File: src/rtl/lift_pkg.sv
// Shared types for the two-floor lift controller: state codes, motor direction
// constants and the next-state rule table.
package lift_pkg;

   typedef enum logic [2:0] {
      GROUND    = 3'd0,
      UP        = 3'd1,
      TOP       = 3'd2,
      DOWN      = 3'd3,
      HALT_UP   = 3'd4,
      HALT_DOWN = 3'd5
   } lift_state_t;

   localparam logic DIR_UP   = 1'b1;
   localparam logic DIR_DOWN = 1'b0;

   // Arrival is tested before the door switch so a car reaching its floor with
   // the doors open still parks instead of halting.
   function automatic lift_state_t lift_next(
      input lift_state_t cur,
      input logic        up_button,
      input logic        down_button,
      input logic        doors_closed,
      input logic        top_floor,
      input logic        ground_floor
   );
      lift_state_t nxt;
      nxt = cur;
      case (cur)
         GROUND:    if (up_button && doors_closed && !top_floor) nxt = UP;
         UP:        if (top_floor) nxt = TOP;
                    else if (!doors_closed) nxt = HALT_UP;
         HALT_UP:   if (doors_closed) nxt = UP;
         TOP:       if (down_button && doors_closed && !ground_floor) nxt = DOWN;
         DOWN:      if (ground_floor) nxt = GROUND;
                    else if (!doors_closed) nxt = HALT_DOWN;
         HALT_DOWN: if (doors_closed) nxt = DOWN;
         default:   nxt = GROUND;
      endcase
      return nxt;
   endfunction

   function automatic logic in_travel(input lift_state_t s);
      return (s == UP) || (s == DOWN) || (s == HALT_UP) || (s == HALT_DOWN);
   endfunction

endpackage

File: src/rtl/modport_fsm_if.sv
// Lift interface: call buttons and sensors from the stimulus side, state code,
// motor controls and fan enable back from the controller.
interface lift_if;
   logic       up_button;
   logic       down_button;
   logic       doors_closed;
   logic       top_floor;
   logic       ground_floor;
   logic [2:0] state;
   logic       motor_on;
   logic       motor_direction;
   logic       fan_on;

   modport master (
      output up_button, down_button, doors_closed, top_floor, ground_floor,
      input  state, motor_on, motor_direction, fan_on
   );

   modport slave (
      input  up_button, down_button, doors_closed, top_floor, ground_floor,
      output state, motor_on, motor_direction, fan_on
   );
endinterface

File: src/rtl/lift_fan_timer.sv
// Fan run-on counter: loads HOLD when the car arrives at a floor and counts
// down while parked; active while non-zero.
module lift_fan_timer #(
   parameter int unsigned HOLD = 4
) (
   input  logic clk,
   input  logic rst_n,
   input  logic load,
   input  logic clear,
   input  logic count_en,
   output logic active
);
   localparam logic [7:0] HOLD_V = 8'(HOLD);

   logic [7:0] count_reg;

   always_ff @(posedge clk or negedge rst_n) begin
      if (!rst_n) begin
         count_reg <= 8'd0;
      end else if (load) begin
         count_reg <= HOLD_V;
      end else if (clear) begin
         count_reg <= 8'd0;
      end else if (count_en && (count_reg != 8'd0)) begin
         count_reg <= count_reg - 8'd1;
      end
   end

   assign active = (count_reg != 8'd0);
endmodule

File: src/rtl/modport_fsm.sv
// Two-floor lift controller: Moore FSM driving motor enable/direction and the
// cabin fan, with reset asserted asynchronously and released through two flops.
module modport_fsm
   import lift_pkg::*;
#(
   parameter int unsigned FAN_HOLD = 4
) (
   input  logic  clk,
   input  logic  rst,
   lift_if.slave bus
);
   logic [1:0]  sync_reg;
   logic        run;
   lift_state_t state_reg;
   lift_state_t state_next;
   logic        motor_on_reg;
   logic        motor_dir_reg;
   logic        parked;
   logic        arrive;
   logic        depart;
   logic        fan_active;

   always_ff @(posedge clk or negedge rst) begin
      if (!rst) sync_reg <= 2'b00;
      else      sync_reg <= {sync_reg[0], 1'b1};
   end

   assign run = sync_reg[1];

   always_comb begin
      state_next = lift_next(state_reg, bus.up_button, bus.down_button,
                             bus.doors_closed, bus.top_floor, bus.ground_floor);
      parked     = (state_reg == GROUND) || (state_reg == TOP);
      arrive     = ((state_reg == UP)   && (state_next == TOP)) ||
                   ((state_reg == DOWN) && (state_next == GROUND));
      depart     = parked && (state_next != state_reg);
   end

   // Motor outputs are registered from the next state so they change on the
   // same edge as the state code.
   always_ff @(posedge clk or negedge rst) begin
      if (!rst) begin
         state_reg     <= GROUND;
         motor_on_reg  <= 1'b0;
         motor_dir_reg <= DIR_DOWN;
      end else if (!run) begin
         state_reg     <= GROUND;
         motor_on_reg  <= 1'b0;
         motor_dir_reg <= DIR_DOWN;
      end else begin
         state_reg <= state_next;
         case (state_next)
            UP: begin
               motor_on_reg  <= 1'b1;
               motor_dir_reg <= DIR_UP;
            end
            DOWN: begin
               motor_on_reg  <= 1'b1;
               motor_dir_reg <= DIR_DOWN;
            end
            HALT_UP: begin
               motor_on_reg  <= 1'b0;
               motor_dir_reg <= DIR_UP;
            end
            default: begin
               motor_on_reg  <= 1'b0;
               motor_dir_reg <= DIR_DOWN;
            end
         endcase
      end
   end

   lift_fan_timer #(
      .HOLD (FAN_HOLD)
   ) u_fan_timer (
      .clk      (clk),
      .rst_n    (rst),
      .load     (run && arrive),
      .clear    (!run || depart),
      .count_en (parked),
      .active   (fan_active)
   );

   assign bus.state           = state_reg;
   assign bus.motor_on        = motor_on_reg;
   assign bus.motor_direction = motor_dir_reg;
   assign bus.fan_on          = in_travel(state_reg) || fan_active;
endmodule

File: src/flat_wrapper.sv
// flat-port wrapper written by rule: the top's interface ports become plain ports
module modport_fsm_flat import lift_pkg::*;
#(
   parameter int unsigned FAN_HOLD = 4
)
  (clk, rst, bus_up_button, bus_down_button, bus_doors_closed, bus_top_floor, bus_ground_floor, bus_state, bus_motor_on, bus_motor_direction, bus_fan_on);
  lift_if bus_i ();
  input  logic clk;
  input  logic rst;
  input wire logic [$bits(bus_i.up_button)-1:0] bus_up_button;
  input wire logic [$bits(bus_i.down_button)-1:0] bus_down_button;
  input wire logic [$bits(bus_i.doors_closed)-1:0] bus_doors_closed;
  input wire logic [$bits(bus_i.top_floor)-1:0] bus_top_floor;
  input wire logic [$bits(bus_i.ground_floor)-1:0] bus_ground_floor;
  output wire logic [$bits(bus_i.state)-1:0] bus_state;
  output wire logic [$bits(bus_i.motor_on)-1:0] bus_motor_on;
  output wire logic [$bits(bus_i.motor_direction)-1:0] bus_motor_direction;
  output wire logic [$bits(bus_i.fan_on)-1:0] bus_fan_on;
  assign bus_i.up_button = bus_up_button;
  assign bus_i.down_button = bus_down_button;
  assign bus_i.doors_closed = bus_doors_closed;
  assign bus_i.top_floor = bus_top_floor;
  assign bus_i.ground_floor = bus_ground_floor;
  assign bus_state = bus_i.state;
  assign bus_motor_on = bus_i.motor_on;
  assign bus_motor_direction = bus_i.motor_direction;
  assign bus_fan_on = bus_i.fan_on;
  modport_fsm #(.FAN_HOLD(FAN_HOLD)) u_core (.clk(clk), .rst(rst), .bus(bus_i));
endmodule
File: config.mk
export PLATFORM = sky130hd
export DESIGN_NAME = modport_fsm_flat
export DESIGN_NICKNAME = d
export VERILOG_FILES = /design/src/rtl/lift_pkg.sv /design/src/rtl/modport_fsm_if.sv /design/src/rtl/lift_fan_timer.sv /design/src/rtl/modport_fsm.sv /design/src/flat_wrapper.sv
export SDC_FILE = /design/constraint.sdc
export NUM_CORES = 1
export LEC_CHECK = 0
export BUFFER_PORTS_ARGS = -buffer_cell sky130_fd_sc_hd__clkbuf_2
export CORE_MARGIN = 4
export CORE_UTILIZATION = 43
export CTS_CLUSTER_SIZE = 14
export DETAILED_ROUTE_END_ITERATION = 10
export GPL_TIMING_DRIVEN = 0
export SLEW_MARGIN = 20
export SYNTH_ARGS = -nofsm -noshare
export SYNTH_HDL_FRONTEND = slang
export SYNTH_SLANG_ARGS = --single-unit
export TNS_END_PERCENT = 30
File: constraint.sdc
create_clock -name clk -period 4.15 [get_ports clk]
set_input_delay 0.415 -clock clk [delete_from_list [all_inputs] [get_ports clk]]
set_output_delay 0.415 -clock clk [all_outputs]
set_load 0.01 [all_outputs]
==> flow_summary.ini, run 1 <==
[sta]
fin_crit_sh = 0.5365
clock.fmax_ghz = 0.4491
setup_viol_count_final = 0
timing.setup.tns_ns = 0
timing.final.max_slew_violations = 0
post-route-min-period_ns = 2.226
setup_repair_after_global_routing_missed_its_margin = no
timing.clock.skew_ns = 0.009152
final_hold_viol_count = 0

[layout]
most-common-layout-cells = nor2_1 (16), dfrtp_1 (15), clkbuf_2 (12)
fillers = 180
final_area_sq_um = 947.2
final_common_cell = nor2_1
nets = 115
largest_register_ffs = 8
multiInputGateArea_sq_um = 416.7
antenna_cells_inserted = 0
drive_gt1_frac = 0.1714
flow.area_growth_from_synthesis_pct = 14.18
sequential_cell_area_sq_um = 375.4

[synth]
syn_inst = 89
yosys_warnings = 0
synth-seq-cells = 15
synth.distinct_cells = 35
share_of_synthesized_area_occupied_by_flip_flops_and_latches = 0.4525
synth_compound_gate_area_share = 0.1418
synth_adder_area_share = 0.03017
basic_gate_share_of_the_synthesized_area_counting_and_or_nand_and_nor_cells = 0.2398
syn-mean-instance-area_sq_um = 9.321
syn_nets = 98
mappedNetlistArea_sq_um = 829.5
yosys.area_share.xor_xnor = 0.07391
dominant_combinational_cell_family_by_area_after_synthesis = simple AND/OR/NAND/NOR gates
synthMuxAreaShare = 0.01207

[place]
hpwl_microns = 1188
gp_congestion = 0.8034
dpl-instance-area_sq_um = 920.9
port-buffer-count = 12

[clock_tree]
cts_hold_repair.buffers = 0
root_buffer = clkbuf_4
cts_htree_levels = 1
worst_skew_pair.late_latency_ns = 0.28
cts-root-to-sink-buffers = 2
clk_pin_slew_worst_paths_ns = 0.09
cts_tree = built
postCtsResizedCells = 0
number_of_buffers_created_by_cts = 3
cts_num_sinks = 15
postCtsSetupRepairBufs = 0

[grt]
grt_antenna_before_repair = 0
grt_pass1_wl_microns = 2877
overflow = 0
first_global_vias = 674
grt_use_total = 0.1480
grt_start_max_net_pins = 16

[worst_setup_path]
worst-setup-path-type = reg2out
crit_chain = inv_1, ha_1, or4b_4, nor2_1, o2111ai_1, clkbuf_2
timing.critical_path.to_type = output port
critPathMaxStageDelay_ns = 0.47
worst-endpoint-required_ns = 3.73
critical_path_arrival_ns = 1.81
critical_path_peak_fanout = 4
startpoint_type = flip-flop
critical_path_s_top_delay_family = simple AND/OR/NAND/NOR gates
slowest_stage = or4b_4
timing.critical_path.buf_inv = 2

[run]
cap_violations = 0

[die]
vertical_extent_of_the_die_microns = 51.92
initial_core_util = 0.4653
floorplan.die_area_sq_um = 2696
std_cell_rows = 15
num_io_pins = 13
area_of_the_placeable_core_sq_um = 1783
die_width_microns = 51.92

[power_and_ir_drop]
pwr-share-clk = 0.157
leakage_component_of_the_power_nw = 0.4426
p_int_w = 0.0003346
switching_share = 0.3784
cellPowerDensity_nw_per_um2 = 568.3
seq_power_share = 0.389
share_comb_of_total_power = 0.454
worst_vdd_ir_uv = 301.1
netSwitchingPower_w = 0.0002037

[drt]
wl_per_cell_microns = 12.38
detailedRoute.firstIterationViolations = 4
vias_per_cell = 5.169
route.final.wire_length_microns = 1609
num_vias = 672
antenna_violating_nets_post_route = 0
firstDrtPassIters = 3
drc = 0

[worst_hold_path]
min-delay-path-class = in2async

[run_status]
status = finished clean
-- path summary, 6_finish.rpt --
| path | start | to | slack, ns | depth (start not counted) |
|---|---|---|---|---|
| worst max-delay path | u_core.u_fan_timer.count_reg[0]$_DFFE_PN0P_ | bus_fan_on | 1.92 | 6 |
| worst min-delay path | rst | u_core.u_fan_timer.count_reg[6]$_DFFE_PN0P_ | 0.02 | 1 |
| worst max register to register | u_core.u_fan_timer.count_reg[0]$_DFFE_PN0P_ | u_core.u_fan_timer.count_reg[2]$_DFFE_PN0P_ | 2.09 | 8 |
| worst min register to register | u_core.sync_reg[0]$_DFF_PN0_ | u_core.sync_reg[1]$_DFF_PN0_ | 0.35 | 0 |
| max in group asynchronous | rst | u_core.bus.state[0]$_DFF_PN0_ | 3.85 | 1 |
| min in group clk | u_core.sync_reg[0]$_DFF_PN0_ | u_core.sync_reg[1]$_DFF_PN0_ | 0.35 | 0 |
-- stage by stage --
step | utilization | hold slack (ns) | total power (W) | cells | setup WS [ns]
floorplan | - | 0.1194 | 0.0004040 | 89 | 2.235
global placement | 0.5165 | 0.3356 | 0.0004529 | 126 | 2.152
detailed placement | 0.5165 | 0.3379 | 0.0004554 | 126 | 2.133
CTS | 0.5312 | 0.03593 | 0.0005455 | 130 | 1.904
global route | 0.5312 | 0.04546 | 0.0005952 | 130 | 1.788
finish | 0.5312 | 0.02171 | 0.0005383 | 130 | 1.924
-- metal layers --
metal | global-route usage | vias to the layer above | wire (microns)
met3 | 0.03438 | 2 | 57
met2 | 0.2343 | 9 | 707
met4 | 0.07860 | 0 | 14
met1 | 0.1849 | 321 | 829
li1 | - | 340 | -
met5 | 0 | - | 0
-- layout make-up --
cell class | count | area share
Tap cell | 25 | 0.03303
Clock buffer | 4 | 0.02774
Buffer | 3 | 0.01982
Sequential cell | 15 | 0.3963
Inverter | 5 | 0.01982
Timing Repair Buffer | 12 | 0.06341
Multi-Input combinational cell | 66 | 0.4399
-- power groups by stage --
| stage | clock network, W | logic [W] | registers, W |
|---|---|---|---|
| global route | 0.0000954 | 0.000284 | 0.000216 |
| detailed placement | 0 | 0.000244 | 0.000212 |
| finish | 0.0000845 | 0.000245 | 0.000209 |
| CTS | 0.0000887 | 0.000248 | 0.000209 |
| floorplan | 0 | 0.000199 | 0.000205 |
| global placement | 0 | 0.000242 | 0.000211 |
-- cell usage after synthesis, drive strengths merged --
library cell / instances / area, sq um
conb: 1 / 3.750
buf: 1 / 11.26
o41a: 1 / 11.26
nor2: 16 / 60.06
a31o: 1 / 8.760
or3: 1 / 6.260
a31oi: 1 / 6.260
dfrtp: 15 / 375.4
or4b: 1 / 13.76
xor2: 5 / 43.79
and2: 1 / 6.260
mux2i: 1 / 10.01
o21ai: 4 / 20.02
o2111ai: 1 / 8.760
and3: 3 / 18.77
nor2b: 4 / 25.02
or2b: 1 / 7.510
nor3: 1 / 5.000
nand2b: 1 / 6.260
a211oi: 1 / 7.510
clkbuf: 2 / 7.510
inv: 5 / 18.77
o22ai: 1 / 6.260
nor4b: 1 / 8.760
nand2: 3 / 11.26
nand3b: 1 / 7.510
a22o: 1 / 8.760
nand4: 2 / 12.51
nand3: 2 / 10.01
xnor2: 2 / 17.52
o41ai: 1 / 8.760
o22a: 1 / 8.760
o211ai: 1 / 7.510
a21oi: 3 / 15.01
ha: 2 / 25.02
-- kinds of logic after synthesis --
family | after synthesis
buffers and inverters | 8
AOI/OAI and AO/OA | 17
adders and majority gates | 2
and+or+nand+nor | 38
muxes | 1
DFF | 15
xor gates and xnor gates | 7
other | 1
Power figures use the tool's default switching activity.
==> run 2: changes to the inputs <==
- ABC_AREA: default -> 1
- clock period: 4.15 -> 2 ns (I/O delays scaled with it)
==> flow_summary.ini, run 2 <==
[synth]
yosys_warnings = 0
synth-edff-count = 0
mappedNetlistArea_sq_um = 991.0
synth.most_common_cell = nand2_1
async_flop_share = 1.000
syn-mean-instance-area_sq_um = 7.865
netlist.area_leader.share = 0.3788
synth_ff_type = dfrtp_1
syn_nets = 135
share_of_synthesized_area_occupied_by_flip_flops_and_latches = 0.3788
synth.distinct_cells = 23
synth.area.top_cells = dfrtp_1 (38%), nand2_1 (8.7%), nor2_2 (7.6%)
synth-seq-cells = 15
post_synth_most_frequent_cells = nand2_1 (23), inv_1 (18), dfrtp_1 (15), nor2_2 (12), nor2_1 (10)
syn_inst = 126
synth_largest_area_cell = dfrtp_1

[drt]
antenna_violating_nets_post_route = 0
detailedRoute.firstIterationViolations = 17
wl_per_cell_microns = 10.89
firstDrtPassIters = 4
num_vias = 815
drc = 0
route.final.wire_length_microns = 1862
vias_per_cell = 4.766

[place]
dpl-instance-area_sq_um = 1086
port-buffer-count = 12
gp_congestion = 0.8758
hpwl_microns = 1472
place_ws_ns = 0.3804

[clock_tree]
cts-root-to-sink-buffers = 2
number_of_buffers_created_by_cts = 3
worst_skew_pair.late_latency_ns = 0.28
root_buffer = clkbuf_4
cts_tree = built
cts_htree_levels = 1
clk_pin_slew_worst_paths_ns = 0.09
cts_num_sinks = 15
postCtsResizedCells = 0
postCtsSetupRepairBufs = 0
cts_hold_repair.buffers = 1

[layout]
most-common-layout-cells = nand2_1 (23), inv_1 (18), dfrtp_1 (15)
flow.area_growth_from_synthesis_pct = 13.38
final_common_cell = nand2_1
final_area_sq_um = 1124
nets = 153
antenna_cells_inserted = 0
largest_register_ffs = 8
drive_gt1_frac = 0.3357

[worst_setup_path]
timing.critical_path.to_type = flip-flop
critical_path_arrival_ns = 1.85
slowest_stage = dfrtp_1
critical_path_peak_fanout = 8
startpoint_type = flip-flop
critPathMaxStageDelay_ns = 0.40
worst-setup-path-type = reg2reg
timing.critical_path.buf_inv = 1
beginning_of_the_critical_path = u_core.bus.state[2]$_DFF_PN0_
crit_chain = buf_6, nor2_4, nand2_2, nor2_1, nor2_2, nand3_1, nor2_2, a21oi_4, nand3_4, nor2_2
worst-endpoint-required_ns = 2.22
cpMostUsedCell = nor2_2
source_of_the_worst_register_to_register_timing_path = u_core.bus.state[2]$_DFF_PN0_
critical_path_s_top_delay_family = simple AND/OR/NAND/NOR gates

[power_and_ir_drop]
p_int_w = 0.0006194
worst_vdd_ir_uv = 546.5
share_comb_of_total_power = 0.468
switching_share = 0.4118
leakage_component_of_the_power_nw = 0.6244
netSwitchingPower_w = 0.0004337
seq_power_share = 0.365
cellPowerDensity_nw_per_um2 = 937.2
pwr-share-clk = 0.166

[die]
std_cell_rows = 17
vertical_extent_of_the_die_microns = 56.01
num_io_pins = 13
floorplan.die_area_sq_um = 3137
area_of_the_placeable_core_sq_um = 2212
die_width_microns = 56.01
initial_core_util = 0.4480

[sta]
setup_viol_count_final = 0
timing.clock.skew_ns = 0.004017
timing.setup.tns_ns = 0
final_hold_viol_count = 0
post-route-min-period_ns = 1.631
setup_slack_ns = 0.3689
clock.fmax_ghz = 0.6131
timing.final.max_slew_violations = 0
setup_repair_after_global_routing_missed_its_margin = no
fin_crit_sh = 0.8155

[grt]
grt_most_used_layer = met2
grt_start_max_net_pins = 16
first_global_vias = 830
overflow = 0
met1_usage = 0.1577
grt_use_total = 0.1329
grt_antenna_before_repair = 0
grt_pass1_wl_microns = 3436
groute.layer.met3.usage = 0.03480
m2_gr_usage = 0.2321

[worst_hold_path]
min-delay-path-class = in2reg
min_from = bus_doors_closed

[run_status]
status = finished clean

[run]
cap_violations = 0
run 2: worst min-delay path, delay by kind of cell:
kind | cells | cell delay, ns
simple gates | 2 | 0.24
buf+inv | 2 | 0.16
run 2: logic make-up (layout without fill, tap and decap cells):
kind of cell / after synthesis / in the layout / share of synthesized area
xor+xnor: 6 / 6 / 0.05303
fa+ha+maj: 2 / 2 / 0.02525
compound gates: 5 / 5 / 0.04293
simple gates: 72 / 72 / 0.3939
buf+inv: 25 / 42 / 0.1023
flops: 15 / 15 / 0.3788
other cells: 1 / 1 / 0.003784
run 2: final cells by class:
cell class	instances	area, sq um
clock buffers	3	22.52
flip-flops and latches	15	375.4
clock inverters	1	5.005
plain buffers	1	11.26
fillers	237	1089
repair buffers	13	70.07
inverters	24	90.09
multi-input cells	86	514.2
well taps	28	35.03
run 2: worst paths after layout:
kind / endpoint / slack [ns] / cells after the start
max reg2reg: u_core.u_fan_timer.count_reg[5]$_DFFE_PN0P_ / 0.37 / 10
min: u_core.bus.state[2]$_DFF_PN0_ / 0.33 / 4
min reg2reg: u_core.sync_reg[1]$_DFF_PN0_ / 0.35 / 0
max: u_core.u_fan_timer.count_reg[5]$_DFFE_PN0P_ / 0.37 / 10
min in group asynchronous: u_core.u_fan_timer.count_reg[1]$_DFFE_PN0P_ / 0.35 / 2
max in group asynchronous: u_core.u_fan_timer.count_reg[2]$_DFFE_PN0P_ / 1.38 / 2
run 2: power by group through the flow:
stage               combinational, W  sequential, W  clock (W)
finish                      0.000493       0.000385   0.000175
global route                0.000571       0.000391   0.000201
CTS                         0.000499       0.000386   0.000189
detailed placement          0.000491       0.000392          0
global placement            0.000490       0.000389          0
floorplan                   0.000400       0.000386          0
run 2: per-stage QoR:
stage,util,total power (W),hold WS [ns],cells
6_report,0.5079,0.001053,0.3334,171
4_1_cts,0.5079,0.001074,0.3182,171
2_1_floorplan,-,0.0007860,-0.09559,126
3_3_place_gp,0.4910,0.0008797,0.1375,166
5_1_grt,0.5079,0.001163,0.3730,171
3_5_place_dp,0.4910,0.0008833,0.1470,166
run 2: layer usage:
metal  up-vias  part of all wire
li1        419                 -
met1       376              0.43
met2        16              0.52
met3         4             0.036
met4         0             0.016
met5         -                 0
